**config.mk**
```make
export PLATFORM = sky130hd
export DESIGN_NAME = image_mem_writer
export DESIGN_NICKNAME = d
export VERILOG_FILES = /design/src/rtl/image_mem_pkg.sv /design/src/rtl/image_mem_writer.sv
export SDC_FILE = /design/constraint.sdc
export NUM_CORES = 1
export LEC_CHECK = 0
export ABC_AREA = 1
export CORE_MARGIN = 2
export CORE_UTILIZATION = 39
export DETAILED_ROUTE_END_ITERATION = 8
export GPL_ROUTABILITY_DRIVEN = 0
export PLACE_DENSITY_LB_ADDON = 0.05
export SETUP_SLACK_MARGIN = 0.5
export SLEW_MARGIN = 20
export SYNTH_ARGS = -nofsm -noshare
export SYNTH_HDL_FRONTEND = slang
export SYNTH_SLANG_ARGS = --single-unit
```
**constraint.sdc**
```tcl
create_clock -name clk -period 1.24 [get_ports clk]
set_input_delay 0.248 -clock clk [delete_from_list [all_inputs] [get_ports clk]]
set_output_delay 0.248 -clock clk [all_outputs]
set_load 0.005 [all_outputs]
```
**src/rtl/image_mem_pkg.sv**
```systemverilog
// image_mem_pkg: shared widths, writer FSM states and the image-memory request
// bundle used by the writer, the image memory and the read path.
package image_mem_pkg;

    localparam int IMG_ADDR_W = 15;
    localparam int IMG_DATA_W = 16;

    typedef enum logic [2:0] {
        IDLE,
        STREAM,
        VRD,
        VCMP,
        DONE
    } state_t;

    typedef struct packed {
        logic                  enable;
        logic                  we;
        logic                  re;
        logic [IMG_ADDR_W-1:0] address;
        logic [IMG_DATA_W-1:0] wdata;
    } mem_req_t;

endpackage

```
**src/rtl/image_mem_writer.sv**
```systemverilog
// image_mem_writer: streams valid/ready pixels into consecutive image-memory words.
// Define IMAGE_MEM_WRITER_VERIFY_EN to read back and compare every written word.
module image_mem_writer
    import image_mem_pkg::*;
#(
    parameter int ADDR_W = IMG_ADDR_W,
    parameter int DATA_W = IMG_DATA_W,
    parameter int LEN_W  = ADDR_W + 1
) (
    input  logic              clk,
    input  logic              rst_n,
    input  logic              start,
    input  logic [ADDR_W-1:0] base_addr,
    input  logic [LEN_W-1:0]  length,
    input  logic              in_valid,
    input  logic [DATA_W-1:0] in_data,
    output logic              in_ready,
    output logic              mem_enable,
    output logic              mem_write_enable,
    output logic              mem_read_enable,
    output logic [ADDR_W-1:0] mem_address,
    output logic [DATA_W-1:0] mem_wdata,
    input  logic [DATA_W-1:0] mem_rdata,
    output logic              busy,
    output logic              done,
    output logic              mismatch
);

    state_t            state_q, state_d;
    logic [ADDR_W-1:0] ptr_q, ptr_d;
    logic [LEN_W-1:0]  rem_q, rem_d;
    logic              busy_q, busy_d;
    logic              done_q, done_d;
    logic              in_ready_q, in_ready_d;
    mem_req_t          req_q, req_d;
    logic              hs;
    logic              last;
`ifdef IMAGE_MEM_WRITER_VERIFY_EN
    logic              cmp_q, cmp_d;
    logic              mismatch_q, mismatch_d;
`endif

    always_comb begin
        hs           = in_valid & in_ready_q;
        last         = rem_q == LEN_W'(1);
        state_d      = state_q;
        ptr_d        = ptr_q;
        rem_d        = rem_q;
        busy_d       = busy_q;
        done_d       = 1'b0;
        in_ready_d   = 1'b0;
        req_d        = req_q;
        req_d.enable = 1'b0;
        req_d.we     = 1'b0;
        req_d.re     = 1'b0;
`ifdef IMAGE_MEM_WRITER_VERIFY_EN
        cmp_d        = 1'b0;
        // read data for the word read in VCMP arrives one cycle later
        mismatch_d   = (cmp_q && mem_rdata != DATA_W'(req_q.wdata)) ? 1'b1 : mismatch_q;
`endif
        case (state_q)
            IDLE: begin
                if (start) begin
                    ptr_d      = base_addr;
                    rem_d      = length;
                    busy_d     = 1'b1;
                    state_d    = (length == '0) ? DONE : STREAM;
                    in_ready_d = length != '0;
`ifdef IMAGE_MEM_WRITER_VERIFY_EN
                    mismatch_d = 1'b0;
`endif
                end
            end
            STREAM: begin
                if (hs) begin
                    req_d.enable  = 1'b1;
                    req_d.we      = 1'b1;
                    req_d.address = IMG_ADDR_W'(ptr_q);
                    req_d.wdata   = IMG_DATA_W'(in_data);
                    ptr_d         = ptr_q + ADDR_W'(1);
                    rem_d         = rem_q - LEN_W'(1);
                end
`ifdef IMAGE_MEM_WRITER_VERIFY_EN
                in_ready_d = !hs;
                state_d    = hs ? VRD : STREAM;
`else
                in_ready_d = !(hs && last);
                state_d    = (hs && last) ? DONE : STREAM;
`endif
            end
`ifdef IMAGE_MEM_WRITER_VERIFY_EN
            VRD: begin
                req_d.enable = 1'b1;
                req_d.re     = 1'b1;
                state_d      = VCMP;
            end
            VCMP: begin
                cmp_d      = 1'b1;
                in_ready_d = rem_q != '0;
                state_d    = (rem_q == '0) ? DONE : STREAM;
            end
`endif
            DONE: begin
                done_d  = 1'b1;
                busy_d  = 1'b0;
                state_d = IDLE;
            end
            default: state_d = IDLE;
        endcase
    end

    always_ff @(posedge clk or negedge rst_n) begin
        if (!rst_n) begin
            state_q    <= IDLE;
            ptr_q      <= '0;
            rem_q      <= '0;
            busy_q     <= 1'b0;
            done_q     <= 1'b0;
            in_ready_q <= 1'b0;
            req_q      <= '0;
`ifdef IMAGE_MEM_WRITER_VERIFY_EN
            cmp_q      <= 1'b0;
            mismatch_q <= 1'b0;
`endif
        end else begin
            state_q    <= state_d;
            ptr_q      <= ptr_d;
            rem_q      <= rem_d;
            busy_q     <= busy_d;
            done_q     <= done_d;
            in_ready_q <= in_ready_d;
            req_q      <= req_d;
`ifdef IMAGE_MEM_WRITER_VERIFY_EN
            cmp_q      <= cmp_d;
            mismatch_q <= mismatch_d;
`endif
        end
    end

    assign in_ready         = in_ready_q;
    assign mem_enable       = req_q.enable;
    assign mem_write_enable = req_q.we;
    assign mem_address      = ADDR_W'(req_q.address);
    assign mem_wdata        = DATA_W'(req_q.wdata);
    assign busy             = busy_q;
    assign done             = done_q;

`ifdef IMAGE_MEM_WRITER_VERIFY_EN
    assign mem_read_enable  = req_q.re;
    assign mismatch         = mismatch_q;
`else
    logic unused_rdata;
    assign unused_rdata     = ^{mem_rdata, req_q.re};
    assign mem_read_enable  = 1'b0;
    assign mismatch         = 1'b0;
`endif

endmodule

```
==> impl_metrics.yaml, run 1 <==
setup_path:
  path_cells: "buf_6 > nand2_4 > nor2_4 > nor2_2 > buf_12 > nor2_1 > o21ai_1 > inv_2"
  worstSetupStartpointType: "register"
  crit_buf_inv: 3
  slowest_stage: "dfrtp_1"
  cp_max_fo: 24
  end_kind: "register"
  crit_type: "reg -> reg"
  cp_top_family: "flip-flops"
  cp_data_required_time_ns: 1.47
  critical_path_arrival_ns: 1.63
  crit_path_max_incr_delay_ns: 0.42
sta:
  finalWorstSetupSlack_ns: -0.1588
  finalSetupViolCount: 63
  hold_viol: 68
  holdWs_ns: -0.08605
  finalSetupTns_ns: -4.477
  period_share_pct: 112.8
  final.min_clock_period_ns: 1.399
  fmax_mhz: 714.9
  drv_slew: 0
  fin_skew_ns: 0.009852
  rsz0062_at_grt: "yes"
grt:
  grt_pass1_wl_um: 16950
  grt_pass1_vias: 3650
  track_usage_pct: 21.14
  grt_overflow: 0
  grt_max_degree: 69
  antenna_found_initial: 0
yosys:
  synth_area_leader_cell: "dfrtp_1"
  avgSynthCellArea_um2: 7.032
  post-synth-top-count-cell: "nand2_1"
  ys_seq_area_share_pct: 46.62
  postSynth.asyncResetShare_pct: 100.0
  synth_cell_type_count: 30
  synth-seq-cells: 68
  syn_inst: 519
  synth_commonest_cells: "nand2_1 (196), dfrtp_1 (68), nor2_1 (68), inv_1 (44), nand3_1 (29)"
  ys.flop_type: "dfrtp_1"
  synth-edff-count: 0
  synth_top_area_share_pct: 46.62
  yosys_warnings: 0
  yosys-top-cells-area: "dfrtp_1 (47%), nand2_1 (20%), nor2_1 (7.0%), inv_1 (4.5%), nand3_1 (4.0%)"
  syn_area_um2: 3650
pwr:
  pwr_density_cell_nw_per_um2: 1874
  max-vdd-ir-drop_mv: 1.071
  p_leak_uw: 0.002853
final_layout:
  final_util_pct: 62.46
  final_cell_count_no_fill: 805
  antenna_cells: 0
  final_cell_area_um2: 5717
  fin_nets: 759
  drive_gt1_share_pct: 30.40
  area_delta_synth_final_pct: 56.63
die:
  io-pin-count: 105
  start_util_pct: 39.88
  die_w_um: 100.7
  fp.dieH_um: 100.7
  core_um2: 9153
  rows: 35
  dieArea_um2: 10150
route:
  route.detailed.drc: 0
  routed_wl_um: 10590
  final_antenna_net_count: 0
  dr.pass1.iters: 4
  vias: 3901
  wl_per_cell_um: 13.16
  drtIter0Drc: 119
  vias_per_cell: 4.846
clock_network:
  ctsHtreeMaxLevel: 3
  clock_tree.root_cell: "clkbuf_8"
  cts_buffer_depth: 2
  clk_pin_slew_ns: 0.08
  cts_tree: "built"
  cts.sinks: 68
  insertion_delay_ns: 0.34
  cts_made_buffers: 9
status:
  outcome: "finished, violations left"
  violations: "negative hold slack, negative setup slack"
place:
  place_area_um2: 5127
  dp_hpwl_um: 7072
  dp_cells: 755
  dp_slack_ns: -0.3756
  io_buffers: 86
run:
  max_cap_violations: 0
min_path:
  holdCritPathClass: "in -> async"
==> logic make-up (layout without fill, tap and decap cells) <==
logic type      count (synthesis)  count (layout)  synth area share, %
simple gates                  315             316                35.38
fa+ha+maj                       3               3                1.029
xor+xnor                        1               1               0.2400
other cells                     1               2               0.1027
flops                          68              68                46.62
buf+inv                        70             243                7.953
compound gates                 61              61                8.673
==> metrics by stage <==
stage               power (uW)  hold WS, ns
finish                   10710     -0.08605
global route             11540     -0.05486
CTS                      10200     -0.07076
detailed placement        7963       0.3035
global placement          7858       0.3047
floorplan                 5778     -0.04759
==> worst paths after layout <==
kind	startpoint	endpoint	slack, ns	depth (start not counted)
max	state_q[0]	ptr_q[6]	-0.16	8
min	rst_n	mem_wdata[3]	-0.09	2
max reg2reg	state_q[0]	ptr_q[6]	-0.16	8
min reg2reg	mem_wdata[2]	mem_wdata[2]	0.47	2
max in group asynchronous	rst_n	rem_q[10]	1.01	2
min in group clk	in_data[7]	mem_wdata[7]	0.44	3
==> routing by layer <==
| layer | vias to the layer above | GRT usage [%] | wire, um |
|---|---|---|---|
| met1 | 1830 | 26.91 | 4547 |
| met4 | 0 | 6.639 | 156 |
| met3 | 13 | 2.982 | 453 |
| met5 | - | 0 | 0 |
| li1 | 1966 | - | - |
| met2 | 92 | 37.03 | 5436 |
==> flip-flops by register name, summed over array words and instances, names as in the netlist, 2 cells and up <==
signal and cells:
mem_address 15, mem_wdata 16, ptr_q 15, rem_q 16, state_q 2
==> final cells by class <==
type,count,area (um^2)
clock buffers,10,127.6
clock inverters,6,88.84
fillers,812,3436
inverters,49,191.4
multi-input cells,383,1912
flip-flops and latches,68,1703
well taps,111,138.9
repair buffers,178,1555
==> cells in the final DEF, fill, tap and decap left out, types with 3 or more instances in the layout <==
cell,netlist,routed
nand2_2,1,11
buf_2,10,37
dfrtp_1,68,67
buf_12,0,8
ha_4,0,3
o21ai_1,15,26
nor2_2,3,14
nand3_2,0,5
nand3_1,29,23
nand4_1,9,9
clkbuf_8,0,9
inv_1,44,39
buf_4,4,70
o22ai_1,4,4
o21ai_2,0,4
nor2_1,68,50
nand2_1,196,185
buf_6,0,11
a21oi_1,12,9
clkdlybuf4s50_1,0,49
o21ai_0,27,12
inv_2,5,8
a21oi_2,0,3
nor2_4,2,9
==> where the power goes <==
part           total, uW  internal (uW)  leakage, uW  switching (uW)
clock               2040           1130     0.000102             903
combinational       4940           2460      0.00193            2480
sequential          3740           3030     0.000820             703
total              10700           6620      0.00285            4090
==> repair_timing <==
action / CTS / global route
endpoints found under the hold margin: 68 / 68
buffers inserted: 16 / 15
setup endpoints to repair: 104 / 104
cloned: 3 / 0
gates resized for setup: 184 / 41
pin swaps: 15 / 15
No activity file was read; power rests on OpenSTA's default activity.
==> run 2, diff against run 1 <==
--- a/config.mk
+++ b/config.mk
@@ -10,6 +10,7 @@
 export CORE_UTILIZATION = 39
 export DETAILED_ROUTE_END_ITERATION = 8
 export GPL_ROUTABILITY_DRIVEN = 0
+export HOLD_SLACK_MARGIN = 0.1
 export PLACE_DENSITY_LB_ADDON = 0.05
 export SETUP_SLACK_MARGIN = 0.5
 export SLEW_MARGIN = 20
==> constraint.sdc (replaced) <==
create_clock -name clk -period 1.24 [get_ports clk]
set_input_delay 0.124 -clock clk [delete_from_list [all_inputs] [get_ports clk]]
set_output_delay 0.124 -clock clk [all_outputs]
set_load 0.005 [all_outputs]
==> run 2 against run 1 <==
Against the previous run: the run ends with negative setup slack left; clock skew grew 0.0016 ns; sequential share of layout area shrank 2.9 points; final cell count grew 2.1%; utilization grew 6.9 points; largest power group unchanged.
==> impl_metrics.yaml, run 2 (synthesis gave the netlist of run 1 again) <==
sta:
  holdWs_ns: 0.3158
  finalWorstSetupSlack_ns: -0.1964
  hold_viol: 0
  drv_slew: 0
  period_share_pct: 115.8
  finalSetupViolCount: 65
  final.min_clock_period_ns: 1.436
  fmax_mhz: 696.2
  rsz0062_at_grt: "yes"
  fin_skew_ns: 0.01142
route:
  top_layer: "met4"
  wl_per_cell_um: 14.33
  vias_per_cell: 4.841
  wl_met1_um: 4932
  vias: 3979
  dr_wl_met3_um: 477
  route.detailed.drc: 0
  final_antenna_net_count: 0
  dr.pass1.iters: 4
  routed_wl_um: 11780
  drtIter0Drc: 181
  wl_met2_um: 6262
grt:
  grt_pass1_wl_um: 17220
  grt_overflow: 0
  antenna_found_initial: 0
  grt_max_degree: 69
  grt_pass1_vias: 3723
  track_usage_pct: 21.18
pwr:
  p_leak_uw: 0.003126
  max-vdd-ir-drop_mv: 0.9033
  p_int_uw: 6942
  pwr_density_cell_nw_per_um2: 1817
  p_sw_share_pct: 39.82
  p_clk_share_pct: 16.8
  p_switching_uw: 4594
  finalPower_uw: 11540
  seqPwrFrac_pct: 33.4
  combPwrFrac_pct: 49.8
clock_network:
  ctsHtreeMaxLevel: 3
  clk_pin_slew_ns: 0.09
  insertion_delay_ns: 0.34
  cts_made_buffers: 9
  cts_tree: "built"
  cts.sinks: 68
  clock_tree.root_cell: "clkbuf_8"
  cts_buffer_depth: 2
die:
  rows: 35
  start_util_pct: 39.88
  io-pin-count: 105
  die_w_um: 100.7
  fp.dieH_um: 100.7
  dieArea_um2: 10150
  core_um2: 9153
final_layout:
  final_cell_area_um2: 6350
  seqCellArea_um2: 1709
  area_delta_synth_final_pct: 73.98
  drive_gt1_share_pct: 42.90
  multi_input_area_um2: 2232
  antenna_cells: 0
  final_cell_mix: "nand2_1 (138), buf_4 (76), dfrtp_1 (62)"
  final_util_pct: 69.38
  nFillCells: 728
  final_common_cell: "nand2_1"
  fin_nets: 776
status:
  outcome: "finished, violations left"
  violations: "negative setup slack"
setup_path:
  rr_endpoint: "mem_address[13]"
  critical_path_arrival_ns: 1.66
  reg2regPathDepth: 8
  cp_max_fo: 8
  worstSetupStartpointType: "register"
  regToRegSetupSlack_ns: -0.20
  end_kind: "register"
  crit_type: "reg -> reg"
  reg2reg_from: "state_q[2]"
  cp_data_required_time_ns: 1.46
run:
  max_cap_violations: 0
place:
  dp_hpwl_um: 6919
  io_buffers: 86
  place_area_um2: 5070
min_path:
  holdCritPathClass: "in -> async"
run 2: changes by cell type in the layout (fill, tap and decap cells not counted), sizes merged:
cell,previous run,this run
inv,49,51
clkinv,2,1
clkbuf,10,17
nand2,199,198
dlygate4sd3,0,1
bufinv,2,1
buf,129,139
run 2: how the worst max path moves through the flow:
stage	start	to	cells past startpoint	slack (ns)
after floorplan	rem_q[0]	rem_q[10]	11	-0.05
after global placement	in_valid	ptr_q[6]	9	-0.22
after detailed placement	in_valid	ptr_q[2]	8	-0.26
after CTS	state_q[0]	rem_q[8]	9	-0.14
after global routing	state_q[2]	ptr_q[1]	8	-0.27
final	state_q[2]	mem_address[13]	8	-0.20
run 2: final cells by class:
type	instances	area share, %
Inverter	49	2.936
Sequential cell	68	26.92
Clock inverter	6	1.123
Tap cell	111	2.187
Clock buffer	10	2.167
Multi-Input combinational cell	382	35.15
Timing Repair Buffer	196	29.52
run 2: timing repair:
item,CTS,global route
cloned,2,9
setup buffers,25,20
pin swaps,10,28
endpoints found under the setup margin,104,104
hold buffers,1,0
endpoints found under the hold margin,68,0
resized for setup,173,164
run 2: power groups by stage:
stage | Clock, uW | Combinational (uW) | Sequential [uW]
finish | 1940 | 5750 | 3850
CTS | 1970 | 4460 | 3720
floorplan | 0 | 2120 | 3650
detailed placement | 0 | 4160 | 3720
global placement | 0 | 4080 | 3710
global route | 2080 | 6320 | 3930
run 2: per-layer routing:
metal	global-route usage, %	up-vias
li1	-	2008
met1	26.33	1853
met2	36.72	106
met3	3.953	12
met4	7.482	0
met5	0	-
run 2: metrics by stage:
step                instances  setup WS [ns]  TNS (ns)
floorplan                 520       -0.04657   -0.3353
global placement          749        -0.2153    -8.275
detailed placement        749        -0.2587    -10.24
CTS                       793        -0.1450    -6.818
global route              822        -0.2738    -14.36
finish                    822        -0.1964    -9.380
run 2: critical path, stage by stage, from the launching register on:
cell	delay, ns
dfrtp_1	0.42
inv_2	0.11
nand2_4	0.08
nor2_4	0.19
inv_4	0.08
buf_12	0.16
clkbuf_16	0.17
nand2_2	0.05
o21ai_1	0.05
==> run 3, diff against run 2 <==
--- a/config.mk
+++ b/config.mk
@@ -7,7 +7,8 @@
 export LEC_CHECK = 0
 export ABC_AREA = 1
 export CORE_MARGIN = 2
-export CORE_UTILIZATION = 39
+export CORE_UTILIZATION = 43
+export CTS_CLUSTER_SIZE = 20
 export DETAILED_ROUTE_END_ITERATION = 8
 export GPL_ROUTABILITY_DRIVEN = 0
 export HOLD_SLACK_MARGIN = 0.1
==> constraint.sdc (replaced) <==
create_clock -name clk -period 1.24 [get_ports clk]
set_input_delay 0.124 -clock clk [delete_from_list [all_inputs] [get_ports clk]]
set_output_delay 0.124 -clock clk [all_outputs]
set_load 0.1 [all_outputs]
==> run 3 against run 2 <==
Against the previous run: the flow still finishes with violations (negative setup slack); clock power increased by 8%; die area is 8.9% lower; register-to-register slack got worse by 0.02 ns; first-iteration DRC count rose by 47%; sequential share of layout area increased by 1.5 points; flip-flop and latch count is the same; critical path type unchanged; critical endpoint is now ptr_q[7].
==> impl_metrics.yaml, run 3 (synthesis gave the netlist of run 1 again) <==
status:
  outcome: "finished, violations left"
  violations: "negative setup slack"
run:
  max_cap_violations: 0
setup_path:
  worstSetupStartpoint: "state_q[2]"
  reg2regPathDepth: 9
  critical_path_arrival_ns: 1.74
  rr_endpoint: "ptr_q[7]"
  crit_path_max_incr_delay_ns: 0.43
  crit_type: "reg -> reg"
  cp_data_required_time_ns: 1.52
  end_kind: "register"
  regToRegSetupSlack_ns: -0.22
  crit_end: "ptr_q[7]"
  path_cells: "inv_2 > nand2_2 > nor2_4 > nor2_4 > buf_4 > buf_6 > nor2_2 > nand2_1 > o21ai_1"
  crit_top_cell: "nor2_4"
  slowest_stage: "dfrtp_1"
  cp_max_fo: 5
  worstSetupStartpointType: "register"
  reg2reg_from: "state_q[2]"
clock_network:
  insertion_delay_ns: 0.35
  ctsHtreeMaxLevel: 3
  cts_buffer_depth: 2
  cts_tree: "built"
  clk_pin_slew_ns: 0.08
  cts_made_buffers: 9
  cts.sinks: 68
  clock_tree.root_cell: "clkbuf_8"
pwr:
  seqPwrFrac_pct: 28.3
  p_int_uw: 7862
  p_switching_uw: 6957
  max-vdd-ir-drop_mv: 1.285
  pwr_density_cell_nw_per_um2: 2295
  p_clk_share_pct: 14.2
  combPwrFrac_pct: 57.5
  p_sw_share_pct: 46.95
  p_leak_uw: 0.003000
sta:
  period_share_pct: 117.6
  hold_viol: 0
  rsz0062_at_grt: "yes"
  drv_slew: 0
  fin_skew_ns: 0.008525
  final.min_clock_period_ns: 1.458
  finalWorstSetupSlack_ns: -0.2183
  fmax_mhz: 685.7
  finalSetupViolCount: 67
place:
  dp_cells: 748
  io_buffers: 86
  dp_hpwl_um: 7337
final_layout:
  final_cell_mix: "nand2_1 (182), nor2_1 (52), buf_4 (51)"
  final_util_pct: 78.59
  area_delta_synth_final_pct: 76.93
  nFillCells: 546
  final_cell_count_no_fill: 791
  drive_gt1_share_pct: 36.44
  fin_nets: 751
  antenna_cells: 0
  final_common_cell: "nand2_1"
grt:
  grt_overflow: 0
  grt_pass1_vias: 3825
  grt_max_degree: 69
  track_usage_pct: 24.93
  grt_pass1_wl_um: 17530
  antenna_found_initial: 0
route:
  vias_per_cell: 5.077
  routed_wl_um: 11570
  wl_per_cell_um: 14.63
  dr.pass1.iters: 5
  final_antenna_net_count: 0
  route.detailed.drc: 0
  vias: 4016
  drtIter0Drc: 266
die:
  core_um2: 8217
  die_w_um: 96.13
  rows: 33
  io-pin-count: 105
  start_util_pct: 44.42
  fp.dieH_um: 96.13
  dieArea_um2: 9241
min_path:
  hp-start: "in_data[9]"
  holdCritPathClass: "in -> reg"
-- run 3: cell count changes in the layout (fill, tap and decap cells not counted), moves of 15 or more --
cell     delta
nand2_1    +44
nand2_4    -15
buf_2      -35
buf_4      -25
buf_12     +29
nand2_2    -28
dfrtp_4    +35
dfrtp_1    -32
-- run 3: worst max-delay path: cells and delay by family (launching register included) --
kind / cells / cell delay [ns]
compound gates: 1 / 0.08
buf+inv: 3 / 0.39
flops: 1 / 0.43
simple gates: 5 / 0.50
-- run 3: worst min path at each step --
| stage | cells after the start | to | slack [ns] |
|---|---|---|---|
| floorplan | 0 | ptr_q[0] | -0.17 |
| global placement | 2 | mem_wdata[3] | 0.18 |
| detailed placement | 2 | mem_wdata[3] | 0.18 |
| CTS | 3 | mem_wdata[9] | 0.30 |
| global route | 3 | mem_wdata[1] | 0.33 |
| finish | 3 | mem_wdata[9] | 0.30 |
-- run 3: through the flow --
| step | hold slack [ns] | setup TNS (ns) | power, uW | setup WS, ns | cell area [um^2] |
|---|---|---|---|---|---|
| 2_1_floorplan | -0.1716 | -5.584 | 8320 | -0.1485 | 3817 |
| 3_3_place_gp | 0.1792 | -14.15 | 11270 | -0.2908 | 5522 |
| 3_5_place_dp | 0.1784 | -16.72 | 11420 | -0.3595 | 5522 |
| 4_1_cts | 0.3013 | -5.562 | 14370 | -0.1693 | 6233 |
| 5_1_grt | 0.3263 | -12.24 | 15520 | -0.2919 | 6457 |
| 6_report | 0.3031 | -7.531 | 14820 | -0.2183 | 6457 |
-- run 3: cell type report --
cell class	instances	area [um^2]	share of cell area [%]
clock buffers	10	137.6	2.131
clock inverters	6	87.58	1.356
inverters	49	193.9	3.003
multi-input cells	384	2021	31.29
flip-flops and latches	68	1837	28.44
well taps	105	131.4	2.034
repair buffers	169	2049	31.74
-- run 3: metal layers --
metal  GRT usage (%)  up-vias  routed length, um
met5               0        -                  0
met4           14.29        0                417
li1                -     1948                  -
met1           30.34     1876               4761
met2           41.72      158               5695
met3           4.072       34                698
-- run 3: power groups by stage --
stage / logic (uW) / registers (uW) / clock network, uW
finish: 8520 / 4200 / 2100
global route: 9040 / 4270 / 2210
CTS: 8100 / 4130 / 2130
detailed placement: 7310 / 4110 / 0
global placement: 7180 / 4080 / 0
floorplan: 2080 / 6240 / 0
-- run 3: repair_timing --
action                                  in CTS  in global routing
setup buffers                               12                 10
endpoints found under the setup margin     104                105
gates cloned                                 4                  0
hold endpoints to repair                    68                  0
hold buffers                                 1                  0
resized for setup                           95                 43
pin swaps                                   17                 24
